<file path="config.mk">
export PLATFORM = sky130hd
export DESIGN_NAME = rr_decode_arbiter
export DESIGN_NICKNAME = d
export VERILOG_FILES = /design/src/rtl/rr_decode_arbiter.sv
export SDC_FILE = /design/constraint.sdc
export NUM_CORES = 1
export LEC_CHECK = 0
export ABC_AREA = 1
export CORE_MARGIN = 2
export CORE_UTILIZATION = 35
export CTS_CLUSTER_DIAMETER = 60
export DETAILED_ROUTE_END_ITERATION = 10
export GPL_ROUTABILITY_DRIVEN = 0
export GPL_TIMING_DRIVEN = 0
export PLACE_DENSITY = 0.61
export REMOVE_ABC_BUFFERS = 1
export SYNTH_ARGS = -nofsm -noshare
export SYNTH_HDL_FRONTEND = slang
export SYNTH_SLANG_ARGS = --single-unit
export TNS_END_PERCENT = 10
</file>
<file path="constraint.sdc">
create_clock -name clk -period 6.5 [get_ports clk]
set_input_delay 0.975 -clock clk [delete_from_list [all_inputs] [get_ports clk]]
set_output_delay 0.975 -clock clk [all_outputs]
set_load 0.005 [all_outputs]
</file>
<file path="src/rtl/rr_decode_arbiter.sv">
// Round-robin arbiter for 8 requesters driving a decoded one-hot grant.
// Optional forced revoke after HOLD_MAX grant cycles when RR_TIMEOUT_EN is defined.
module rr_decode_arbiter #(
    parameter int HOLD_MAX = 15,
    parameter int CNT_W    = 8
) (
    input  logic       clk,
    input  logic       rst_n,
    input  logic       en,
    input  logic [7:0] req,
    output logic [7:0] gnt,
    output logic [2:0] gnt_idx,
    output logic       gnt_valid,
    output logic       expired
);

    typedef enum logic {IDLE, GRANT} state_t;

    state_t     state, state_n;
    logic [2:0] ptr, ptr_n;
    logic [2:0] idx, idx_n;
    logic [7:0] gnt_q, gnt_n;
    logic       valid_q, valid_n;
    logic       exp_q, exp_n;
    logic       timeout_hit;
    logic       found;
    logic [2:0] win;
    logic [2:0] cand;

`ifdef RR_TIMEOUT_EN
    logic [CNT_W-1:0] cnt, cnt_n;
`endif

    if (HOLD_MAX < 1 || HOLD_MAX > 255 || (2 ** CNT_W) <= HOLD_MAX) begin : g_param_check
        $error("rr_decode_arbiter: HOLD_MAX must be 1..255 and fit in CNT_W bits");
    end

    // Circular priority search starting at ptr, ascending with wrap 7->0.
    always_comb begin
        found = 1'b0;
        win   = '0;
        cand  = '0;
        for (int unsigned i = 0; i < 8; i++) begin
            cand = ptr + i[2:0];
            if (!found && req[cand]) begin
                found = 1'b1;
                win   = cand;
            end
        end
    end

    always_ff @(posedge clk or negedge rst_n) begin
        if (!rst_n) begin
            state   <= IDLE;
            ptr     <= '0;
            idx     <= '0;
            gnt_q   <= '0;
            valid_q <= 1'b0;
            exp_q   <= 1'b0;
`ifdef RR_TIMEOUT_EN
            cnt     <= '0;
`endif
        end else begin
            state   <= state_n;
            ptr     <= ptr_n;
            idx     <= idx_n;
            gnt_q   <= gnt_n;
            valid_q <= valid_n;
            exp_q   <= exp_n;
`ifdef RR_TIMEOUT_EN
            cnt     <= cnt_n;
`endif
        end
    end

    always_comb begin
        state_n     = state;
        ptr_n       = ptr;
        idx_n       = idx;
        timeout_hit = 1'b0;
`ifdef RR_TIMEOUT_EN
        cnt_n       = cnt;
`endif
        unique case (state)
            IDLE: begin
                if (en && found) begin
                    state_n = GRANT;
                    idx_n   = win;
                    ptr_n   = win + 3'd1;
`ifdef RR_TIMEOUT_EN
                    cnt_n   = '0;
`endif
                end
            end
            GRANT: begin
                // A release on the limit cycle takes precedence over the revoke.
                if (!req[idx]) begin
                    state_n = IDLE;
`ifdef RR_TIMEOUT_EN
                end else if (cnt == CNT_W'(HOLD_MAX - 1)) begin
                    state_n     = IDLE;
                    timeout_hit = 1'b1;
                end else begin
                    cnt_n = cnt + CNT_W'(1);
`endif
                end
            end
            default: state_n = IDLE;
        endcase
    end

    always_comb begin
        valid_n = (state_n == GRANT);
        gnt_n   = valid_n ? (8'h01 << idx_n) : '0;
        exp_n   = timeout_hit;
    end

    assign gnt       = gnt_q;
    assign gnt_idx   = idx;
    assign gnt_valid = valid_q;
`ifdef RR_TIMEOUT_EN
    assign expired   = exp_q;
`else
    assign expired   = 1'b0;
`endif

endmodule

</file>
==> flow_metrics.env <==
export IMPL_status="complete, no violations"
export IMPL_rr_worst_depth=16
export IMPL_regArea_sq_um=375.4
export IMPL_cts_buffer_depth=2
export IMPL_hold_viol=0
export IMPL_cp_start_kind="flop"
export IMPL_clk_pin_slew_ns=0.06
export IMPL_ys_types=30
export IMPL_hp_class="reg -> reg"
export IMPL_wl_met3_microns=115
export IMPL_grt_max_degree=16
export IMPL_whs_endpoint="gnt_valid"
export IMPL_cp_end_kind="flop"
export IMPL_worst_slew_pin_slew_ns=0.6793
export IMPL_cts_sinks=15
export IMPL_track_usage=0.1717
export IMPL_die_h_microns=67.98
export IMPL_preCtsSetupSlack_ns=3.133
export IMPL_grt_ovfl_total=0
export IMPL_r2r_end="gnt[2]"
export IMPL_post_cts_buffers=0
export IMPL_critPathMaxFanout=14
export IMPL_vias=1410
export IMPL_ctsResizeCount=0
export IMPL_grt_setup_unrepaired="false"
export IMPL_cts_inserted_buffers=3
export IMPL_grt_first_pass_wirelength_microns=6037
export IMPL_criticalPathCategory="reg -> reg"
export IMPL_min_period_ns=3.339
export IMPL_ctsHoldBuffers=0
export IMPL_ant_nets=0
export IMPL_insertion_delay_ns=0.24
export IMPL_slew_headroom=0.5457
export IMPL_hp_start="gnt_valid"
export IMPL_area_growth_pct=19.56
export IMPL_crit_chain="inv_2, ha_1, inv_1, nand3_2, nand2_1, nor2_1, a31oi_2, inv_2, nor2_4, nand3_2, nand2_2, inv_2, nand3_1, nand2_1, nand2_1, nor2_1"
export IMPL_cts_root_buf="clkbuf_8"
export IMPL_cts_tree="yes"
export IMPL_htree_num_levels=1
export IMPL_port_buffers=22
export IMPL_r2r_start="ptr[0]"
export IMPL_drcViolationCount=0
export IMPL_critPathMaxStageDelay_ns=0.66
export IMPL_slowest_stage="dfrtp_1"
export IMPL_netlist_area_leader_share=0.2620
export IMPL_wl_met2_microns=1655
export IMPL_drt_pass1_iter_count=4
export IMPL_final_setup_viol_count=0
export IMPL_required_ns=6.62
export IMPL_antenna_found_initial=0
export IMPL_final_nets=253
export IMPL_clock_skew_ns=0.005681
export IMPL_start_util=0.3607
export IMPL_fillers=432
export IMPL_yosys_warnings=0
export IMPL_vias_per_cell=4.879
export IMPL_synth_area_per_cell_sq_um=6.542
export IMPL_dieArea_sq_mm=0.004621
export IMPL_drt_iter0_drc=66
export IMPL_synthTopCellsByArea="dfrtp_1, nand2_1, nand3_1"
export IMPL_wirelength_microns=3508
export IMPL_die_x_microns=67.98
export IMPL_slew_viol_final=0
export IMPL_hold_depth=2
export IMPL_grt_pass1_vias=1322
export IMPL_fin_ws_ns=3.161
export IMPL_top_layer="met4"
export IMPL_yosys_area_top_type="dfrtp_1"
export IMPL_netlist_instances=219
export IMPL_fin_crit_sh=0.5138
export IMPL_wl_met1_microns=1722
export IMPL_drive_gt1_frac=0.1381
export IMPL_critPathArrivalTime_ns=3.46
export IMPL_cap_violations=0
export IMPL_tns_ns=0
export IMPL_core_rowCount=23
export IMPL_ys_seq_area_frac=0.2620
export IMPL_ios=24
export IMPL_multi_input_area_sq_um=927.1
export IMPL_ys_ff_latch=15
export IMPL_design_core_area_sq_mm=0.003971
export IMPL_wire_per_inst_microns=12.14
export IMPL_n_antenna_cell=0
export IMPL_netlist_area_sq_mm=0.001433
export IMPL_dpl_hpwl_microns=2839
export IMPL_max_freq_mhz=299.5
export IMPL_rrSetupSlack_ns=3.16
[cells in the final DEF (no fill, tap or decap), drive strengths merged]
cell / n
conb: 1
o21bai: 1
a21boi: 1
a31oi: 2
nand3: 43
clkdlybuf4s50: 22
nand4: 4
dfrtp: 15
a21oi: 2
nor3: 2
o221ai: 2
o21ai: 7
inv: 22
xnor2: 3
nand2: 75
nor2: 28
o21a: 1
nand3b: 1
xor2: 1
clkbuf: 4
ha: 2
[how the worst max path moves through the flow]
stage	from	to	slack, ns	cells past startpoint
4_1_cts	ptr[0]	gnt[1]	3.15	16
2_1_floorplan	ptr[0]	gnt[3]	3.79	17
3_5_place_dp	req[7]	gnt[2]	3.13	15
3_3_place_gp	req[7]	gnt[1]	3.14	15
6_report	ptr[0]	gnt[2]	3.16	16
5_1_grt	ptr[0]	gnt[2]	2.84	16
[logic make-up after synthesis]
| group | after synthesis | synth area share |
|---|---|---|
| xor+xnor | 4 | 0.02970 |
| other cells | 1 | 0.002618 |
| buf+inv | 28 | 0.09082 |
| flops | 15 | 0.2620 |
| simple gates | 153 | 0.5197 |
| fa+ha+maj | 2 | 0.01746 |
| compound gates | 16 | 0.07774 |
[metrics by stage]
stage / hold WS, ns / instance area [sq um] / util / std cells
after detailed placement: 0.6338 / 1668 / 0.4200 / 285
after floorplan: 0.5619 / 1385 / - / 213
after global routing: 0.6980 / 1713 / 0.4313 / 289
final: 0.6536 / 1713 / 0.4313 / 289
after global placement: 0.6214 / 1668 / 0.4200 / 285
after CTS: 0.6557 / 1713 / 0.4313 / 289
[final cells by class]
| class | count | area share |
|---|---|---|
| multi-input combinational | 176 | 0.5413 |
| sequential | 15 | 0.2191 |
| tap | 50 | 0.03652 |
| timing repair buffer | 22 | 0.1286 |
| inverter | 22 | 0.04821 |
| clock buffer | 4 | 0.02630 |
[worst max-delay path: cells and delay by family, from the launching register on]
family,cells,cell delay [ns]
and+or+nand+nor,10,1.17
buffers and inverters,4,0.67
DFF,1,0.66
adders and majority gates,1,0.47
AOI/OAI and AO/OA,1,0.25
[cells in the mapped netlist (all sizes together)]
cell type / n
dfrtp: 15
nand3: 43
inv: 22
conb: 1
xnor2: 3
a21boi: 1
a31oi: 2
nand2: 75
o221ai: 2
nand4: 4
buf: 6
o21ai: 7
ha: 2
a21oi: 2
o21a: 1
xor2: 1
nor2: 28
nor3: 2
o21bai: 1
nand3b: 1
[routing by layer]
layer  track usage  vias to the layer above
li1              -                      746
met1        0.2403                      631
met2        0.2900                       31
met3       0.01645                        2
met4       0.03000                        0
met5             0                        -
[sequential cells by signal, indices dropped and copies added, names as in the netlist]
| register | flops |
|---|---|
| gnt_valid | 1 |
| gnt_idx | 3 |
| ptr | 3 |
| gnt | 8 |
Power is left out: the tool's default activity adds up to more than one toggle a clock period on the data nets, which glitch-free logic cannot reach.
